### src/rtl/fifo_burst_rd_ctrl_if.sv
// Bundle for the burst read sequencer: FIFO read side, upstream valid/ready
// side, and the enable and status lines.
interface fifo_burst_rd_ctrl_if #(
    parameter int unsigned DATA_W  = 64,
    parameter int unsigned USEDW_W = 8
);
    logic               en;
    logic [USEDW_W-1:0] rdusedw;
    logic               rdempty;
    logic               rdreq;
    logic [DATA_W-1:0]  q;
    logic               up_ready;
    logic               data_valid;
    logic [DATA_W-1:0]  up_data;
    logic               up_sop;
    logic               up_eop;
    logic               burst_done;
    logic               err_underflow;

    // master: the sequencer; slave: the FIFO plus upstream consumer.
    modport master (
        input  en, rdusedw, rdempty, q, up_ready,
        output rdreq, data_valid, up_data, up_sop, up_eop, burst_done, err_underflow
    );

    modport slave (
        output en, rdusedw, rdempty, q, up_ready,
        input  rdreq, data_valid, up_data, up_sop, up_eop, burst_done, err_underflow
    );
endinterface

### src/rtl/fifo_burst_rd_ctrl.sv
// Burst read sequencer for the dual-clock FIFO (rdclk domain): reads exactly
// BURST_LEN words per burst into a 2-entry skid buffer and forwards them upstream.
module fifo_burst_rd_ctrl #(
    parameter int unsigned DATA_W    = 64,
    parameter int unsigned BURST_LEN = 30,
    parameter int unsigned USEDW_W   = 8,
    parameter int unsigned GAP_CYC   = 4
) (
    input logic                  rdclk,
    input logic                  rst_n,
    fifo_burst_rd_ctrl_if.master bus
);

    localparam int unsigned CNT_W    = $clog2(BURST_LEN + 1);
    localparam int unsigned GAP_W    = (GAP_CYC > 2) ? $clog2(GAP_CYC) : 1;
    localparam int unsigned GAP_LAST = (GAP_CYC > 0) ? GAP_CYC - 1 : 0;

    typedef enum logic [1:0] {
        S_IDLE,
        S_ARM,
        S_READ,
        S_GAP
    } state_t;

    state_t            state, state_d;
    logic [CNT_W-1:0]  rd_cnt, rd_cnt_d;
    logic [CNT_W-1:0]  out_cnt, out_cnt_d;
    logic [GAP_W-1:0]  gap_cnt, gap_cnt_d;
    logic [1:0]        occ, occ_d;
    logic              inflight;
    logic [DATA_W-1:0] slot0, slot0_d;
    logic [DATA_W-1:0] slot1, slot1_d;
    logic              done_q, done_d;
    logic              err_q, err_d;

    logic dv_c;
    logic xfer_c;
    logic rd_more_c;
    logic rdreq_c;
    logic last_xfer_c;

    // Read issue: a word may be requested only if the skid has room once the
    // in-flight word lands, or a word leaves this cycle.
    always_comb begin
        dv_c        = (occ != 2'd0);
        xfer_c      = dv_c && bus.up_ready;
        rd_more_c   = (rd_cnt < CNT_W'(BURST_LEN));
        rdreq_c     = (state == S_READ) && rd_more_c && !bus.rdempty &&
                      (((3'(occ) + 3'(inflight)) < 3'd2) || xfer_c);
        last_xfer_c = xfer_c && (out_cnt == CNT_W'(BURST_LEN - 1));
    end

    // Next-state and counters.
    always_comb begin
        state_d   = state;
        rd_cnt_d  = rd_cnt;
        out_cnt_d = out_cnt;
        gap_cnt_d = gap_cnt;
        done_d    = 1'b0;
        err_d     = err_q || ((state == S_READ) && rd_more_c && bus.rdempty);

        unique case (state)
            S_IDLE: begin
                if (bus.en) state_d = S_ARM;
            end
            S_ARM: begin
                if (!bus.en) begin
                    state_d = S_IDLE;
                end else if (bus.rdusedw >= USEDW_W'(BURST_LEN)) begin
                    state_d   = S_READ;
                    rd_cnt_d  = '0;
                    out_cnt_d = '0;
                end
            end
            S_READ: begin
                if (rdreq_c) rd_cnt_d = rd_cnt + CNT_W'(1);
                if (xfer_c && (out_cnt != CNT_W'(BURST_LEN))) out_cnt_d = out_cnt + CNT_W'(1);
                if (last_xfer_c) begin
                    done_d    = 1'b1;
                    gap_cnt_d = '0;
                    if (GAP_CYC == 0) state_d = bus.en ? S_ARM : S_IDLE;
                    else              state_d = S_GAP;
                end
            end
            S_GAP: begin
                if (gap_cnt == GAP_W'(GAP_LAST)) state_d = bus.en ? S_ARM : S_IDLE;
                else                             gap_cnt_d = gap_cnt + GAP_W'(1);
            end
            default: state_d = S_IDLE;
        endcase
    end

    // Skid buffer: slot0 is always the head; the in-flight word is pushed as it lands.
    always_comb begin
        occ_d   = occ;
        slot0_d = slot0;
        slot1_d = slot1;

        unique case ({inflight, xfer_c})
            2'b10: begin
                occ_d = occ + 2'd1;
                if (occ == 2'd0) slot0_d = bus.q;
                else             slot1_d = bus.q;
            end
            2'b01: begin
                occ_d   = occ - 2'd1;
                slot0_d = slot1;
            end
            2'b11: begin
                if (occ == 2'd1) begin
                    slot0_d = bus.q;
                end else begin
                    slot0_d = slot1;
                    slot1_d = bus.q;
                end
            end
            default: ;
        endcase
    end

    always_ff @(posedge rdclk or negedge rst_n) begin
        if (!rst_n) begin
            state    <= S_IDLE;
            rd_cnt   <= '0;
            out_cnt  <= '0;
            gap_cnt  <= '0;
            occ      <= '0;
            inflight <= 1'b0;
            slot0    <= '0;
            slot1    <= '0;
            done_q   <= 1'b0;
            err_q    <= 1'b0;
        end else begin
            state    <= state_d;
            rd_cnt   <= rd_cnt_d;
            out_cnt  <= out_cnt_d;
            gap_cnt  <= gap_cnt_d;
            occ      <= occ_d;
            inflight <= rdreq_c;
            slot0    <= slot0_d;
            slot1    <= slot1_d;
            done_q   <= done_d;
            err_q    <= err_d;
        end
    end

    // Framing is decoded from registered state, so it holds while stalled.
    assign bus.rdreq         = rdreq_c;
    assign bus.data_valid    = dv_c;
    assign bus.up_data       = slot0;
    assign bus.up_sop        = dv_c && (out_cnt == '0);
    assign bus.up_eop        = dv_c && (out_cnt == CNT_W'(BURST_LEN - 1));
    assign bus.burst_done    = done_q;
    assign bus.err_underflow = err_q;

endmodule

### src/flat_wrapper.sv
// flat-port wrapper written by rule: the top's interface ports become plain ports
module fifo_burst_rd_ctrl_flat 
#(
    parameter int unsigned DATA_W    = 64,
    parameter int unsigned BURST_LEN = 30,
    parameter int unsigned USEDW_W   = 8,
    parameter int unsigned GAP_CYC   = 4
)
  (rdclk, rst_n, bus_en, bus_rdusedw, bus_rdempty, bus_q, bus_up_ready, bus_rdreq, bus_data_valid, bus_up_data, bus_up_sop, bus_up_eop, bus_burst_done, bus_err_underflow);
  fifo_burst_rd_ctrl_if #(.DATA_W(DATA_W), .USEDW_W(USEDW_W)) bus_i ();
  input logic rdclk;
  input logic rst_n;
  input wire logic [$bits(bus_i.en)-1:0] bus_en;
  input wire logic [$bits(bus_i.rdusedw)-1:0] bus_rdusedw;
  input wire logic [$bits(bus_i.rdempty)-1:0] bus_rdempty;
  input wire logic [$bits(bus_i.q)-1:0] bus_q;
  input wire logic [$bits(bus_i.up_ready)-1:0] bus_up_ready;
  output wire logic [$bits(bus_i.rdreq)-1:0] bus_rdreq;
  output wire logic [$bits(bus_i.data_valid)-1:0] bus_data_valid;
  output wire logic [$bits(bus_i.up_data)-1:0] bus_up_data;
  output wire logic [$bits(bus_i.up_sop)-1:0] bus_up_sop;
  output wire logic [$bits(bus_i.up_eop)-1:0] bus_up_eop;
  output wire logic [$bits(bus_i.burst_done)-1:0] bus_burst_done;
  output wire logic [$bits(bus_i.err_underflow)-1:0] bus_err_underflow;
  assign bus_i.en = bus_en;
  assign bus_i.rdusedw = bus_rdusedw;
  assign bus_i.rdempty = bus_rdempty;
  assign bus_i.q = bus_q;
  assign bus_i.up_ready = bus_up_ready;
  assign bus_rdreq = bus_i.rdreq;
  assign bus_data_valid = bus_i.data_valid;
  assign bus_up_data = bus_i.up_data;
  assign bus_up_sop = bus_i.up_sop;
  assign bus_up_eop = bus_i.up_eop;
  assign bus_burst_done = bus_i.burst_done;
  assign bus_err_underflow = bus_i.err_underflow;
  fifo_burst_rd_ctrl #(.DATA_W(DATA_W), .BURST_LEN(BURST_LEN), .USEDW_W(USEDW_W), .GAP_CYC(GAP_CYC)) u_core (.rdclk(rdclk), .rst_n(rst_n), .bus(bus_i));
endmodule
### config.mk
export PLATFORM = sky130hd
export DESIGN_NAME = fifo_burst_rd_ctrl_flat
export DESIGN_NICKNAME = d
export VERILOG_FILES = /design/src/rtl/fifo_burst_rd_ctrl_if.sv /design/src/rtl/fifo_burst_rd_ctrl.sv /design/src/flat_wrapper.sv
export SDC_FILE = /design/constraint.sdc
export NUM_CORES = 1
export LEC_CHECK = 0
export CORE_MARGIN = 8
export CORE_UTILIZATION = 50
export CTS_CLUSTER_DIAMETER = 120
export DETAILED_ROUTE_END_ITERATION = 10
export PLACE_DENSITY = 0.78
export RECOVER_POWER = 25
export SYNTH_ARGS = -nofsm -noshare
export SYNTH_HDL_FRONTEND = slang
export SYNTH_SLANG_ARGS = --single-unit
### constraint.sdc
create_clock -name rdclk -period 2.51 [get_ports rdclk]
set_input_delay 0.753 -clock rdclk [delete_from_list [all_inputs] [get_ports rdclk]]
set_output_delay 0.753 -clock rdclk [all_outputs]
set_load 0.01 [all_outputs]
## Yosys cells after proc, flatten, opt, wreduce, memory -nomap -nowiden

Cells that the tools add are included.

- Add/subtract/negate cells: 6
- Multiplexer cells: 25
- Reductions and logical operators: 27
- Magnitude comparators: 3
- Equality and inequality tests: 22

Operators with widths:

| kind | count |
|---|---|
| two-way mux 64 bit | 4 |
| case mux 64 bit (3 select lines) | 1 |
| case mux 64 bit (2 select lines) | 1 |
| two-way mux 5 bit | 4 |
| case mux 5 bit (2 select lines) | 2 |
| two-way mux 2 bit | 7 |
| != test 2 bit (second input constant) | 6 |
| AND reduction 4 bit | 3 |
| adder 5 x 1 -> 5 bit (second input constant) | 2 |
| == test 2 bit (second input constant) | 5 |
| != test 2 x 1 -> 1 bit (second input constant) | 5 |
| nonzero test 2 bit | 5 |
| logical AND 1 bit | 9 |
| greater-or-equal comparator 8 x 5 -> 1 bit (second input constant) | 1 |
| case mux 2 bit (2 select lines) | 2 |
| case mux 2 bit (4 select lines) | 1 |
| == test 2 x 1 -> 1 bit (second input constant) | 3 |
| AND reduction 3 bit | 2 |
| == test 5 bit (second input constant) | 1 |
| logical NOT 5 bit | 1 |
| less-than comparator 5 bit (second input constant) | 1 |
| != test 5 bit (second input constant) | 1 |
| adder 2 x 1 -> 2 bit (second input constant) | 2 |
| logical NOT 2 bit | 2 |
| 9 further kinds | 12 |

- Word-level logic and storage cells: 93
- Input bits: 77
- Bits in registers: 147
- Output and inout port bits: 70

## Longest topological paths before layout

Gate-level depths: netlist of the first run.

- Depth in word-level cells: 6
- Mapped depth: 11
- Gate-level depth less buffers: 8

## Worst setup path after synthesis of the first run

No wires, ideal clock.

- Kind: input to register
- Start: input bus_up_ready
- End: register u_core.slot1[0]
- Buffers on the path: 3
- Slack: 141 ps
- Data required time: 2,385 ps
- Setup time: 125 ps
- Cell stages on the path: 9
- Data arrival time: 2,244 ps
- Path through: nor2b_1 buf_2 inv_1 ha_1 nand2_1 o211a_1 buf_2 buf_2 mux2_2

- Word-level cells in the longest chain between the ends: 4
- Elaborated cells between the ends (all ways): 8
- Those cells by class: 4 x eq/ne; 1 x mux; 3 x reduce/logical

RTL lines:

| item | RTL line | RTL |
|---|---|---|
| start: declaration | flat_wrapper.sv:17 | `input wire logic [$bits(bus_i.up_ready)-1:0] bus_up_ready;` |
| logical AND 1 bit (*) | fifo_burst_rd_ctrl.sv:46 | `xfer_c = dv_c && bus.up_ready;` |
| == test 2 bit | fifo_burst_rd_ctrl.sv:99 | `unique case ({inflight, xfer_c})` |
| != test 2 bit (no line) or nonzero test 2 bit (tied branches) | - |  |
| AND reduction 3 bit (no line) | - |  |
| end signal: assignment | fifo_burst_rd_ctrl.sv:141 | `slot1 <= slot1_d;` |
| end: declaration | fifo_burst_rd_ctrl.sv:32 | `logic [DATA_W-1:0] slot1, slot1_d;` |

Mark *: on every way between the ends. The rest lies on a longest branch, timed or not.
A chain may end at the register's enable or synchronous reset.

## Worst setup path after layout of the first run

- Start: register u_core.occ[1]
- End: output bus_data_valid

- Word-level cells in the longest chain between the ends: 1

RTL lines:

| item | RTL line | RTL |
|---|---|---|
| start: declaration | fifo_burst_rd_ctrl.sv:29 | `logic [1:0] occ, occ_d;` |
| start signal: assignment | fifo_burst_rd_ctrl.sv:127 | `occ <= '0;` |
| start signal: assignment | fifo_burst_rd_ctrl.sv:138 | `occ <= occ_d;` |
| nonzero test 2 bit | fifo_burst_rd_ctrl.sv:45 | `dv_c = (occ != 2'd0);` |
| end: declaration | flat_wrapper.sv:19 | `output wire logic [$bits(bus_i.data_valid)-1:0] bus_data_valid;` |

Every way passes these cells.

==> flow_summary.toml, run 1 <==
[status]
status = "complete, no violations"

[setup_path]
crit_start = "u_core.occ[1]"
worst-setup-path-type = "reg2out"
rr_endpoint = "u_core.slot1[36]"
worstPathArrival_ns = 1.66
path_max_fanout = 5
critical_path_required_ns = 1.76
worst_r2r_path_depth = 10
r2r_start = "u_core.occ[1]"
setup.worst_path.start_class = "flop"
end_kind = "output pin"
regToRegSetupSlack_ns = 0.23

[min_path]
min_from = "u_core.bus.up_data[25]"
hold_path_depth = 2
min_to = "u_core.bus.up_data[25]"
min_path_type = "reg2reg"

[yosys]
muxShareOfSynthArea = 0.1193
synth_seq_cells = 147
yosysSeqAreaShare = 0.5828
yosysTopAreaCell = "dfrtp_1"
synthAdderAreaFrac = 0.02180
synth_area_leaders = "dfrtp_1 (58%), mux2_2 (12%), a22oi_1 (7.6%)"
synthSimpleGateAreaFrac = 0.07175
synth_xor_area_frac = 0.005550
yosys_warnings = 0
synthesis.nets = 621
yosysMostFrequentCell = "dfrtp_1"
synth-compound-area-share = 0.1627
synth_top_area_frac = 0.5828
synth_edf_count = 0
async_reset_ff_frac = 1.000
syn_inst = 533
ys.flop_type = "dfrtp_1"
synth_cell_types = 46
syn_avg_cell_area_um2 = 11.84
synth_top_family_by_area = "compound AO/OA/AOI/OAI gates"
ys_top_cells_by_count = "dfrtp_1 (147), nand2_1 (72), mux2_2 (66)"
synth_area_mm2 = 0.006312

[clock_tree]
htree_levels = 4
clk_latency_ns = 0.42
cts_tree = "built"
cts_hold_buf = 0
root_buffer = "clkbuf_16"
cts_buffers = 17
clock_sinks = 147
cts.clk_slew.worst_paths_ns = 0.06
clockBufferDepth = 2

[sta]
setup_viol = 0
worst_slew_pin_slew_ns = 1.356
skew_ns = 0.006894
maxSlewViolCount = 0
post-route-period-util = 0.9613
rsz0062_at_grt = "no"
maxSlewHeadroom = 0.09619
final_hold_viol_count = 0
setup_tns_ns = 0
clock.fmax_mhz = 414.4
period_minus_slack_ns = 2.413

[route]
firstDrtPassIters = 5
vias_per_cell = 5.484
vias = 4771
wirelength_um = 15410
drc = 0
drt-initial-drc-count = 467
drtAntennaViolNets = 0
wl_per_cell_um = 17.71

[placement]
port_buffers = 145
gp_congestion = 0.8628
dp_hpwl_um = 10650
dpl-instance-area_mm2 = 0.008122

[floorplan]
die_area_mm2 = 0.01648
die_x_um = 128.4
core_mm2 = 0.01247
die_y_um = 128.4
ios = 147
rows = 41
start_util = 0.5064

[layout]
fillers = 887
num_antenna_cells = 0
syn_to_final_growth_pct = 39.27
stdcell_area_mm2 = 0.008791
drive_above_1_share = 0.2020
fin_nets = 773

[power_and_ir_drop]
clkPwrFrac = 0.240
switching_power_uw = 3812
seq_power_share = 0.354
switching_share = 0.3232
intPower_uw = 7982
combPwrFrac = 0.406
irDropWorstVdd_v = 0.0007061
p_per_area_mw_per_mm2 = 1342
p_leak_uw = 0.003760

[grt]
grt_pass1_wl_um = 25250
grt_max_degree = 69
grt_usage = 0.1951
antenna_found_initial = 0
first_global_vias = 4937
overflow = 0

[run]
drv_cap = 0
[routing by layer]
layer	wire (um)	up-vias	GRT usage	part of all wire
li1	-	2219	-	-
met1	6340	2375	0.2345	0.41
met2	7675	152	0.3216	0.50
met3	1039	25	0.05710	0.067
met4	354	0	0.08252	0.023
met5	0	-	0	0
[stage by stage]
step	power [uW]	hold WS, ns	std cells	setup WS [ns]	utilization
finish	11790	0.4738	870	0.09701	0.7052
global route	12530	0.4984	870	0.003630	0.7052
CTS	11880	0.2931	870	0.005902	0.7070
detailed placement	8980	0.4690	838	-0.5164	0.6515
global placement	8718	0.4553	838	-0.4863	0.6515
floorplan	6834	0.4574	533	0.1411	-
[layout by cell type, fill, tap and decap left out, types with 2 or more instances in the layout]
master	count
dfrtp_1	147
clkdlybuf4s50_1	140
nand2_1	72
mux2_2	66
a22oi_1	64
o21ai_0	60
clkbuf_16	17
inv_1	11
buf_4	11
ha_1	10
o21ai_1	9
buf_12	9
nand4_1	6
nor2_1	6
a21o_2	5
nand3_1	5
bufinv_16	5
clkbuf_8	5
nor3_1	3
a22o_1	3
clkinv_2	3
a21oi_1	2
xnor2_1	2
o31ai_1	2
nor3b_1	2
xor2_1	2
clkbuf_1	2
clkbuf_2	2
[registers in the layout, indices dropped and copies added (netlist names), named ones only]
register                  flops
u_core.inflight               1
u_core.bus.up_data           64
u_core.state                  1
u_core.bus.err_underflow      1
u_core.gap_cnt                2
u_core.rd_cnt                 5
u_core.occ                    2
u_core.slot1                 64
u_core.out_cnt                5
u_core.bus.burst_done         1
[area by class of cell]
| cell class | instances | area (um2) | share of cell area |
|---|---|---|---|
| clock inverters | 9 | 172.7 | 0.01964 |
| clock buffers | 23 | 498.0 | 0.05665 |
| flip-flops and latches | 147 | 3679 | 0.4184 |
| repair buffers | 168 | 1723 | 0.1960 |
| inverters | 12 | 47.55 | 0.005408 |
| multi-input cells | 339 | 2456 | 0.2794 |
| well taps | 172 | 215.2 | 0.02448 |
[critical path: stages, from the launching register on]
cell and delay, ns:
dfrtp_1 0.36, inv_1 0.09, ha_4 0.20, inv_1 0.06, clkdlybuf4s50_1 0.53
[kinds of logic (layout without fill, tap and decap cells)]
logic type	Yosys count	after routing
AO/OA/AOI/OAI	154	154
XOR/XNOR	4	4
adder cells (fa/ha/maj)	11	11
buffers and inverters	47	212
flip-flops	147	147
multiplexers	67	67
AND/OR/NAND/NOR	103	103
[what timing repair did]
item	in CTS	in global routing
setup endpoints to repair	35	13
setup buffers	0	0
pin swaps	1	2
resized for setup	13	3
[power by group through the flow]
stage,sequential [uW],clock [uW],combinational [uW]
2_1_floorplan,4280,0,2550
3_3_place_gp,4110,0,4600
6_report,4170,2830,4790
4_1_cts,4170,2860,4850
3_5_place_dp,4200,0,4780
5_1_grt,4320,2960,5250
[worst max-delay path by stage]
stage	endpoint	slack [ns]	depth (start not counted)
after global routing	bus_data_valid	0.004	4
final	bus_data_valid	0.1	4
after floorplan	u_core.slot1[0]	0.14	9
after detailed placement	bus_rdreq	-0.52	5
after global placement	bus_rdreq	-0.49	5
after CTS	bus_up_sop	0.006	5
(Power assumes the default switching activity.)
==> run 2, diff against run 1 <==
--- a/config.mk
+++ b/config.mk
@@ -5,7 +5,7 @@
 export SDC_FILE = /design/constraint.sdc
 export NUM_CORES = 1
 export LEC_CHECK = 0
-export CORE_MARGIN = 8
+export CORE_MARGIN = 4
 export CORE_UTILIZATION = 50
 export CTS_CLUSTER_DIAMETER = 120
 export DETAILED_ROUTE_END_ITERATION = 10
==> run 2 against run 1 <==
  * Sequential power barely moved
  * Fmax increased by 1.2%
  * Non-clock buffer count up 3
  * Via count fell by 0.96%
  * Critical endpoint unchanged
  * Flip-flop and latch count did not move
  * First-iteration DRC count shrank 11%
  * Largest cell class unchanged
  * Setup slack better by 0.029 ns
  * Clock skew is 0.00089 ns higher
  * Die area down 12%
  * Clock power shrank 25%
==> flow_summary.toml, run 2 (same netlist as run 1, synthesis figures left out) <==
[status]
status = "complete, no violations"

[sta]
final_hold_viol_count = 0
skew_ns = 0.007788
setup_viol = 0
worst_slew_pin_slew_ns = 1.315
period_minus_slack_ns = 2.384
post-route-period-util = 0.9499
maxSlewHeadroom = 0.1232
clock.fmax_mhz = 419.4
maxSlewViolCount = 0
rsz0062_at_grt = "no"

[layout]
fillers = 871
most-common-layout-cells = "dfrtp_1 (147), clkdlybuf4s50_1 (140), nand2_1 (72)"
stdcell_area_mm2 = 0.008630
multi_input_area_mm2 = 0.002456
final_common_cell = "dfrtp_1"
fin_nets = 776
syn_to_final_growth_pct = 36.71
drive_above_1_share = 0.1946
seq_area_mm2 = 0.003679
num_antenna_cells = 0

[setup_path]
regToRegSetupSlack_ns = 0.29
cpMostUsedCell = "inv_1"
worst-setup-path-type = "reg2out"
end_kind = "output pin"
setup.worst_path.start_class = "flop"
path_max_fanout = 4
worstPathArrival_ns = 1.63
critical_path_required_ns = 1.76
cpMaxStageDelayCell = "clkdlybuf4s50_1"
critPathMaxStageDelay_ns = 0.48
worstPathCellList = "inv_1 > ha_4 > inv_1 > clkdlybuf4s50_1"

[grt]
grt_pass1_wl_um = 24310
grt_usage = 0.2109
grt_max_degree = 79
overflow = 0
antenna_found_initial = 0
first_global_vias = 4859

[power_and_ir_drop]
p_per_area_mw_per_mm2 = 1284
p_leak_uw = 0.003685
p_total_uw = 11080
irDropWorstVdd_v = 0.0005847

[clock_tree]
cts.clk_slew.worst_paths_ns = 0.06
cts_tree = "built"
root_buffer = "clkbuf_16"
clk_latency_ns = 0.41
htree_levels = 4
cts_buffers = 17
clock_sinks = 147
clockBufferDepth = 2

[placement]
dpl-instance-area_mm2 = 0.008124
dp_hpwl_um = 10170
port_buffers = 145
gp_congestion = 0.7864

[route]
wl_per_cell_um = 17.00
drt-initial-drc-count = 415
drc = 0
firstDrtPassIters = 4
drtAntennaViolNets = 0
vias_per_cell = 5.450
wirelength_um = 14740
vias = 4725

[floorplan]
ios = 147
die_area_mm2 = 0.01449
die_x_um = 120.4
start_util = 0.5190
rows = 40
die_y_um = 120.4
core_mm2 = 0.01216

[min_path]
min_path_type = "reg2reg"

[run]
drv_cap = 0
[run 2: per-layer routing]
metal | routed length [um] | global-route usage
met5 | 0 | 0
met4 | 276 | 0.07153
met3 | 899 | 0.06174
met2 | 7456 | 0.3482
met1 | 6111 | 0.2671
[run 2: layout make-up]
cell class,instances,area share
well taps,168,0.02436
multi-input cells,339,0.2846
clock inverters,6,0.004060
inverters,12,0.005510
flip-flops and latches,147,0.4263
repair buffers,171,0.2028
clock buffers,24,0.05234
[run 2: final timing paths]
check	start	end	cells past startpoint
worst min register to register	u_core.bus.err_underflow	u_core.bus.err_underflow	1
max in group asynchronous	rst_n	u_core.bus.up_data[21]	2
min in group asynchronous	rst_n	u_core.slot1[12]	1
worst min-delay path	u_core.bus.err_underflow	u_core.bus.err_underflow	1
worst max register to register	u_core.occ[1]	u_core.slot1[49]	9
worst max-delay path	u_core.occ[1]	bus_data_valid	4
[run 2: critical path: cells and delay by family (launching register included)]
kind	cells	cell delay, ns
fa+ha+maj	1	0.20
buf+inv	3	0.66
flops	1	0.37
[run 2: stage by stage]
stage | util | hold WS [ns] | std cells | worst slack, ns | setup TNS (ns)
floorplan | - | 0.4574 | 533 | 0.1411 | 0
global placement | 0.6680 | 0.4581 | 835 | -0.4751 | -36.46
detailed placement | 0.6680 | 0.4639 | 835 | -0.5190 | -45.66
CTS | 0.7083 | 0.3056 | 865 | 0.008033 | 0
global route | 0.7096 | 0.4937 | 867 | 0.04565 | 0
finish | 0.7096 | 0.4733 | 867 | 0.1258 | 0
[run 2: where the power goes]
group	leakage [uW]	internal, uW	switching, uW
Combinational	0.00165	2600	2190
Sequential	0.00180	3510	670
Clock	0.000234	1240	874
Total	0.00369	7350	3730
[run 2: what timing repair did]
action / CTS / global route
pin swaps: 1 / 1
resized for setup: 10 / 3
setup endpoints to repair: 54 / 32
buffers inserted: 0 / 2
hold buffers: 0 / 0
==> run 3, diff against run 2 <==
--- a/config.mk
+++ b/config.mk
@@ -9,6 +9,7 @@
 export CORE_UTILIZATION = 50
 export CTS_CLUSTER_DIAMETER = 120
 export DETAILED_ROUTE_END_ITERATION = 10
+export GPL_TIMING_DRIVEN = 0
 export PLACE_DENSITY = 0.78
 export RECOVER_POWER = 25
 export SYNTH_ARGS = -nofsm -noshare
==> run 3 against run 2 <==
  * Sequential power is essentially flat
  * Clock-buffer cell count shrank 1
  * Setup slack lost 0.042 ns
  * Wire length grew 5.4%
  * Non-clock buffer count grew 19
  * Power grew 6.1%
  * Flip-flop and latch count is the same
  * Clock skew grew 0.0025 ns
  * Sequential share of layout area shrank 1.0 points
  * Critical path type unchanged
  * Critical endpoint is now bus_rdreq
  * Largest cell class unchanged
  * Largest power group unchanged
==> flow_summary.toml, run 3 (same netlist as run 1, synthesis figures left out) <==
[layout]
syn_to_final_growth_pct = 40.04
drive_above_1_share = 0.2306
stdcell_area_mm2 = 0.008840
instances_no_fill = 888
final_common_cell = "dfrtp_1"
num_antenna_cells = 0
utilization = 0.7269
fin_nets = 795
most-common-layout-cells = "dfrtp_1 (147), clkdlybuf4s50_1 (140), nand2_1 (71)"

[setup_path]
critPathMaxStageDelay_ns = 0.38
critical_path_required_ns = 1.76
worstPathArrival_ns = 1.67
critical_path.top_delay_family = "buffers and inverters"
path_depth = 7
path_max_fanout = 5
cpMaxStageDelayCell = "dfrtp_1"
end_kind = "output pin"
worst-setup-path-type = "reg2out"
setup.worst_path.start_class = "flop"
worst_r2r_path_depth = 12
worstPathCellList = "inv_1 > ha_4 > nor2b_2 > buf_4 > o2111ai_4 > inv_4 > buf_6"
cp.buffers_inverters = 4

[clock_tree]
htree_levels = 4
clockBufferDepth = 2
clk_latency_ns = 0.41
cts.clk_slew.worst_paths_ns = 0.06
cts_tree = "built"
root_buffer = "clkbuf_16"
cts_buffers = 17
clock_sinks = 147

[placement]
gp_congestion = 0.7931
port_buffers = 145
dpl-instance-area_mm2 = 0.008003
dp_hpwl_um = 10890
post-place-cells = 847

[power_and_ir_drop]
p_leak_uw = 0.003832
p_per_area_mw_per_mm2 = 1330
irDropWorstVdd_v = 0.0006567
p_total_uw = 11750

[route]
wirelength_um = 15540
drt-initial-drc-count = 422
wl_per_cell_um = 17.50
vias = 4868
drtAntennaViolNets = 0
drc = 0
firstDrtPassIters = 4
vias_per_cell = 5.482

[floorplan]
die_y_um = 120.4
ios = 147
core_mm2 = 0.01216
die_area_mm2 = 0.01449
die_x_um = 120.4
start_util = 0.5190
rows = 40

[grt]
grt_max_degree = 90
antenna_found_initial = 0
overflow = 0
first_global_vias = 5124
grt_usage = 0.2214
grt_pass1_wl_um = 25430

[sta]
worst_slew_pin_slew_ns = 1.483
final_hold_viol_count = 0
clock.fmax_mhz = 412.2
setup_tns_ns = 0
maxSlewHeadroom = 0.01146
period_minus_slack_ns = 2.426
skew_ns = 0.01028
setup_viol = 0
maxSlewViolCount = 0
post-route-period-util = 0.9665
rsz0062_at_grt = "no"

[min_path]
min_path_type = "reg2reg"
hold_path_depth = 2

[run]
drv_cap = 0

[status]
status = "complete, no violations"
run 3: cell types whose count changed in the layout (fill, tap and decap cells not counted), moves of 2 or more:
cell and delta:
clkbuf_1 -6, buf_2 +8, buf_6 +6, clkinvlp_4 -2, clkbuf_8 +6, buf_12 -7, clkbuf_2 +11, buf_8 +4
buf_4 -6, clkbuf_4 +2, bufinv_16 +3
run 3: worst paths after layout:
kind	start	endpoint	slack [ns]
worst min-delay path	u_core.bus.up_data[23]	u_core.bus.up_data[23]	0.48
worst min register to register	u_core.bus.up_data[23]	u_core.bus.up_data[23]	0.48
worst max-delay path	u_core.occ[0]	bus_rdreq	0.08
min in group asynchronous	rst_n	u_core.bus.up_data[8]	0.70
worst max register to register	u_core.occ[0]	u_core.slot1[56]	0.15
max in group asynchronous	rst_n	u_core.slot1[36]	0.73
run 3: timing repair:
item                                   in CTS  in global routing
gates resized for setup                    43                 14
endpoints found under the hold margin       0                  0
setup buffers                               5                  4
setup endpoints to repair                 124                 99
pin swaps                                   1                  3
hold buffers                                0                  0
run 3: area by class of cell:
class | count | area [um2]
fill | 843 | 3322
inverter | 12 | 47.55
tap | 168 | 210.2
timing repair buffer | 155 | 1548
buffer | 35 | 272.8
sequential | 147 | 3679
multi-input combinational | 339 | 2451
clock inverter | 9 | 123.9
clock buffer | 23 | 508.0
run 3: where the power goes:
part / internal, uW / switching (uW) / total, uW
sequential: 3510 / 687 / 4190
clock: 1720 / 918 / 2630
combinational: 2670 / 2250 / 4930
run 3: worst min-delay path: stages (launching register included):
cell	delay, ns
dfrtp_1	0.34
nand2_1	0.04
o21ai_0	0.06
run 3: per-layer routing:
layer | track usage | vias to the layer above | wire [um]
met3 | 0.05613 | 22 | 1011
li1 | - | 2276 | -
met2 | 0.3647 | 165 | 7901
met5 | 0 | - | 0
met4 | 0.08994 | 0 | 239
met1 | 0.2805 | 2405 | 6384
run 3: through the flow:
step / setup slack (ns) / hold WS (ns)
2_1_floorplan: 0.1411 / 0.4574
3_3_place_gp: -4.952 / 0.4598
3_5_place_dp: -0.6771 / 0.4711
4_1_cts: 0.01038 / 0.3174
5_1_grt: 0.003943 / 0.5053
6_report: 0.08411 / 0.4784
